==> config.mk <==
export PLATFORM = sky130hd
export DESIGN_NAME = hit_receiver
export DESIGN_NICKNAME = d
export VERILOG_FILES = /design/src/rtl/hit_receiver.sv
export SDC_FILE = /design/constraint.sdc
export NUM_CORES = 1
export LEC_CHECK = 0
export ABC_AREA = 0
export CAP_MARGIN = 10
export CORE_MARGIN = 1
export CORE_UTILIZATION = 55
export DETAILED_ROUTE_END_ITERATION = 12
export MAX_ROUTING_LAYER = met4
export PLACE_DENSITY = 0.82
export SYNTH_ARGS = -nofsm -noshare
export SYNTH_HDL_FRONTEND = slang
export SYNTH_SLANG_ARGS = --single-unit
==> constraint.sdc <==
create_clock -name clock -period 12.7 [get_ports clock]
set_input_delay 2.54 -clock clock [delete_from_list [all_inputs] [get_ports clock]]
set_output_delay 2.54 -clock clock [all_outputs]
set_load 0.005 [all_outputs]
==> src/rtl/hit_receiver.sv <==
// Hit receiver: accepts opponent hits, accumulates damage and scales launch velocity,
// then sequences hitstun and invulnerability lockouts with one 24-bit down-counter.
module hit_receiver #(
    parameter logic [23:0] HITSTUN_CYCLES = 24'd4194304,
    parameter logic [23:0] INVULN_CYCLES  = 24'd8388608
) (
    input  logic        clock,
    input  logic        reset,
    input  logic [31:0] attack,
    input  logic [31:0] knockback,
    input  logic        respawn,
    output logic [31:0] damage,
    output logic [31:0] velocity,
    output logic        vel_valid,
    output logic        hitstun,
    output logic        invuln
);

    typedef enum logic [1:0] {
        ST_IDLE    = 2'd0,
        ST_HITSTUN = 2'd1,
        ST_INVULN  = 2'd2
    } state_e;

    // A zero-length phase still lasts one cycle, so its reload value clamps at 0.
    localparam logic [23:0] HS_LOAD = (HITSTUN_CYCLES == 24'd0) ? 24'd0 : HITSTUN_CYCLES - 24'd1;
    localparam logic [23:0] IV_LOAD = (INVULN_CYCLES  == 24'd0) ? 24'd0 : INVULN_CYCLES  - 24'd1;
    localparam logic [10:0] DMG_MAX = 11'd999;

    state_e      state_q, state_d;
    logic [23:0] cnt_q, cnt_d;
    logic [9:0]  dmg_q, dmg_d;
    logic [31:0] vel_q, vel_d;
    logic        vel_valid_q, vel_valid_d;
    logic        pend_q, pend_d;
    logic        hit_prev_q;

    logic        hit_ev;
    logic [3:0]  incr;
    logic [10:0] dmg_sum;
    logic [9:0]  dmg_sat;

    // v = k + floor(k*D/128), saturated to 16-bit signed; 27 bits hold k*D without overflow.
    function automatic logic [15:0] scale_axis(input logic [15:0] k, input logic [9:0] d);
        logic signed [26:0] k_ext;
        logic signed [26:0] d_ext;
        logic signed [26:0] prod;
        logic signed [26:0] sum;
        k_ext = {{11{k[15]}}, k};
        d_ext = {17'd0, d};
        prod  = k_ext * d_ext;
        sum   = k_ext + (prod >>> 7);
        if (sum > 27'sd32767)
            return 16'h7FFF;
        else if (sum < -27'sd32768)
            return 16'h8000;
        else
            return sum[15:0];
    endfunction

    assign hit_ev = (state_q == ST_IDLE) && attack[0] && attack[11] && !hit_prev_q;

    always_comb begin
        incr = 4'd0;
        if (|attack[4:1])
            incr = 4'd15;
        else if (attack[5])
            incr = 4'd3;
        else if (|attack[9:6])
            incr = 4'd8;
        else if (attack[10])
            incr = 4'd5;
    end

    assign dmg_sum = {1'b0, dmg_q} + {7'd0, incr};
    assign dmg_sat = (dmg_sum > DMG_MAX) ? DMG_MAX[9:0] : dmg_sum[9:0];

    // NOTE: every signal written here gets a default first so no path can infer a latch.
    always_comb begin
        state_d     = state_q;
        cnt_d       = cnt_q;
        dmg_d       = dmg_q;
        vel_d       = vel_q;
        vel_valid_d = 1'b0;
        pend_d      = 1'b0;

        if (respawn) begin
            state_d = ST_IDLE;
            cnt_d   = 24'd0;
            dmg_d   = 10'd0;
        end else begin
            // Knockback is valid the cycle after the hit, when dmg_q already holds post-hit damage.
            if (pend_q) begin
                vel_d       = {scale_axis(knockback[31:16], dmg_q), scale_axis(knockback[15:0], dmg_q)};
                vel_valid_d = 1'b1;
            end
            case (state_q)
                ST_IDLE: begin
                    if (hit_ev) begin
                        state_d = ST_HITSTUN;
                        cnt_d   = HS_LOAD;
                        dmg_d   = dmg_sat;
                        pend_d  = 1'b1;
                    end
                end
                ST_HITSTUN: begin
                    if (cnt_q == 24'd0) begin
                        state_d = ST_INVULN;
                        cnt_d   = IV_LOAD;
                    end else begin
                        cnt_d = cnt_q - 24'd1;
                    end
                end
                ST_INVULN: begin
                    if (cnt_q == 24'd0)
                        state_d = ST_IDLE;
                    else
                        cnt_d = cnt_q - 24'd1;
                end
                default: begin
                    state_d = ST_IDLE;
                    cnt_d   = 24'd0;
                end
            endcase
        end
    end

    // NOTE: sequential state uses non-blocking assignments so all registers update together.
    always_ff @(posedge clock) begin
        if (reset) begin
            state_q     <= ST_IDLE;
            cnt_q       <= 24'd0;
            dmg_q       <= 10'd0;
            vel_q       <= 32'd0;
            vel_valid_q <= 1'b0;
            pend_q      <= 1'b0;
            hit_prev_q  <= 1'b0;
        end else begin
            state_q     <= state_d;
            cnt_q       <= cnt_d;
            dmg_q       <= dmg_d;
            vel_q       <= vel_d;
            vel_valid_q <= vel_valid_d;
            pend_q      <= pend_d;
            hit_prev_q  <= attack[0];
        end
    end

    assign damage    = {22'd0, dmg_q};
    assign velocity  = vel_q;
    assign vel_valid = vel_valid_q;
    assign hitstun   = (state_q == ST_HITSTUN);
    assign invuln    = (state_q == ST_INVULN);

endmodule

==> results.md <==
- CP endpoint kind: flop
- Max-cap check violation count: 0
- Primary FF master, synth: dfxtp_1
- Htree depth: 3
- Post-synth EDFFs: 0
- Worst-Margin Slew: roughly 1200 ps
- Post-Syn Area: 16800 sq um
- Die height: roughly 180 um
- Final hold violation count: 0
- Die ar.: 31200 sq um
- Slew Viols, Final: 0
- PD cells: 56.5 nW/um^2
- Non-Filler Instances: 2400
- Largest net degree at the start of global routing: 39
- Tot GR Track Use: about a quarter
- # diodes: 0
- CP required: 12950 ps
- Die width: 177 um
- Setup ws final: 1520 ps
- Area growth, synth to finish: 8.00%
- Wire per inst: between 15 and 20 um
- Post-cts sizing count: 0
- Vias after detailed routing: 13300
- DP Area: 17800 sq um
- Number of distinct library cells after synthesis: 68
- GRT overflow: 0
- Gate Count Post-Synth: roughly 2000
- DRC Markers: 0
- Vias per cell: 5.54
- Achievable Freq: 0.0895 GHz
- Core Area: 29900 sq um
- First-pass DRT Iterations: 5
- Crit Reg-Reg Endpoint: velocity[1]
- Pwr Total: 1.03 mW
- Placement Setup Slack: around 1300 ps
- Cell count of the worst reg-to-reg path: 28
- Worst Setup EP: velocity[18]
- Syn_area_per_cell: 8.47 sq um
- Max-slew headroom: 17.5%
- PortBufs: 91
- CP max-delay cell: o41ai_4
- Clock insertion delay at the later pin of the skew report: 360 ps
- Final setup viols: 0
- Layout Utilization: roughly three fifths
- Arrival time worst endpoint: 11430 ps
- Setup crit start: knockback[20]
- CTS tree: done
- Outcome: completed
- RSZ-0062 raised after global routing: false
- Share of cells above drive strength 1: 3.48%
- Io pins: 134
- R2R Path Start: dmg_q[7]
- Routed Antenna Nets: 0
- First-pass GRT wire length: 63500 um
- Starting Density: 56.2%
- Worst hold margin: 469 ps
- Worst path max stage delay: 970 ps
- CTS buffer count: 9
- Vias in the first global route: 14000
- Routability Congestion: between 0.8 and 0.9
- Clk sinks: 71
- R2R Setup Slk: between 3000 and 4000 ps
- Initial DRC count: 745
- Fin Setup TNS: 0 ps
- # hold bufs at CTS: 0
- Initial antenna violation count: 0
- Post-synthesis async set-or-reset flop share: 0%
- Reg clk slew, reported paths: 70 ps
- # Post-CTS Setup Buffers: 0
- Post-route cell area: about 18000 sq um
- CTS root buf: clkbuf_16
- Seq/Total Area, Yosys: 8.46%
- Final min period: 11180 ps
- Nets: roughly 2500
- Crit path kind: primary input to flop
- Fin crit share: 88.0%
- HPWL after DPL: around 29000 um
- Static Leak: between 9 and 10 nW
- Row count: 63
- Post-synthesis register bit count: 71
- Hold Crit Class: flop to flop
- Yosys warns: 0
- Clock skew: 6.80 ps
- Max VDD drop: 0.0642 mV
- Clk buf depth: 2
- Final wirelength: 36500 um
- CP Max Fanout: 15
- Dpl cells: 2383
- Crit start category: primary input
[kinds of logic after synthesis]
group	share of synthesized area, %
multiplexers	0.246
XOR/XNOR	4.12
other	0.0223
adder cells (fa/ha/maj)	46.8
AND/OR/NAND/NOR	17.8
AO/OA/AOI/OAI	11.4
flip-flops	8.46
buffers and inverters	11.2
[flip-flops by register name, summed over array words and instances (netlist names)]
signal,cells
dmg_q,10
cnt_q,24
hit_prev_q,1
state_q,2
velocity,32
pend_q,1
vel_valid,1
[worst max-delay path: cells and delay by family]
kind	cells	cell delay, ps
xor+xnor	1	140
compound gates	11	3630
simple gates	6	1200
buf+inv	4	960
fa+ha+maj	7	2940
[report_power, final]
part / switching, mW / internal, mW / total (mW) / leakage, nW
clock network: 0.117 / 0.136 / 0.253 / 0.135
registers: 0.00774 / 0.229 / 0.237 / 0.576
logic: 0.312 / 0.224 / 0.536 / 8.50
[layout make-up]
class	instances	area (sq um)
fillers	2506	11700
inverters	364	1370
well taps	390	488
multi-input cells	1455	13600
repair buffers	104	1000
clock inverters	7	61.3
clock buffers	9	225
flip-flops and latches	71	1420
[per-layer routing]
layer,wire length [um],GRT usage (%),vias to the layer above,share of wire (%)
met3,1560,2.81,76,4.3
met2,19200,45.4,329,53
met4,986,9.59,0,2.7
met1,14700,30.0,6667,40
li1,-,-,6214,-
met5,0,-,-,0
[worst min-delay path by stage]
stage                         start  depth (start not counted)  slack, ps         to
final                     cnt_q[22]                          2        470  cnt_q[22]
after global placement    cnt_q[22]                          2        460  cnt_q[22]
after floorplan           cnt_q[22]                          2        440  cnt_q[22]
after detailed placement  cnt_q[22]                          2        470  cnt_q[22]
after CTS                 cnt_q[22]                          2        480  cnt_q[22]
after global routing      cnt_q[22]                          2        490  cnt_q[22]
[Yosys cell counts (20+ instances only)]
library cell  count  area (sq um)
inv_1           364          1370
nor2_1          119           447
clkbuf_1         82           308
fa_1            291          5830
and2_1          143           895
ha_1            162          2030
nand3_1          20           100
a21oi_1          90           450
o21ai_0          45           225
xor2_1           26           228
xnor2_1          53           464
a21o_1           33           248
dfxtp_1          71          1420
buf_4            22           165
a211oi_1         24           180
nand2_1         222           833
[layout by cell type (no fill, tap or decap), drive strengths merged, types with 13 or more instances in the layout]
cell,Yosys,routed
ha,162,162
a21oi,91,91
a211oi,35,35
nand3,20,20
dfxtp,71,71
nand2b,15,15
xor2,26,26
nand2,232,232
o21ai,46,46
nor2b,17,17
fa,291,291
clkdlybuf4s50,0,90
buf,31,14
inv,364,368
nor2,119,119
a211o,13,13
a21o,33,33
xnor2,53,53
nor3,18,18
conb,1,22
and2,143,143
or3,13,13
No activity file was read; power rests on OpenSTA's default activity.
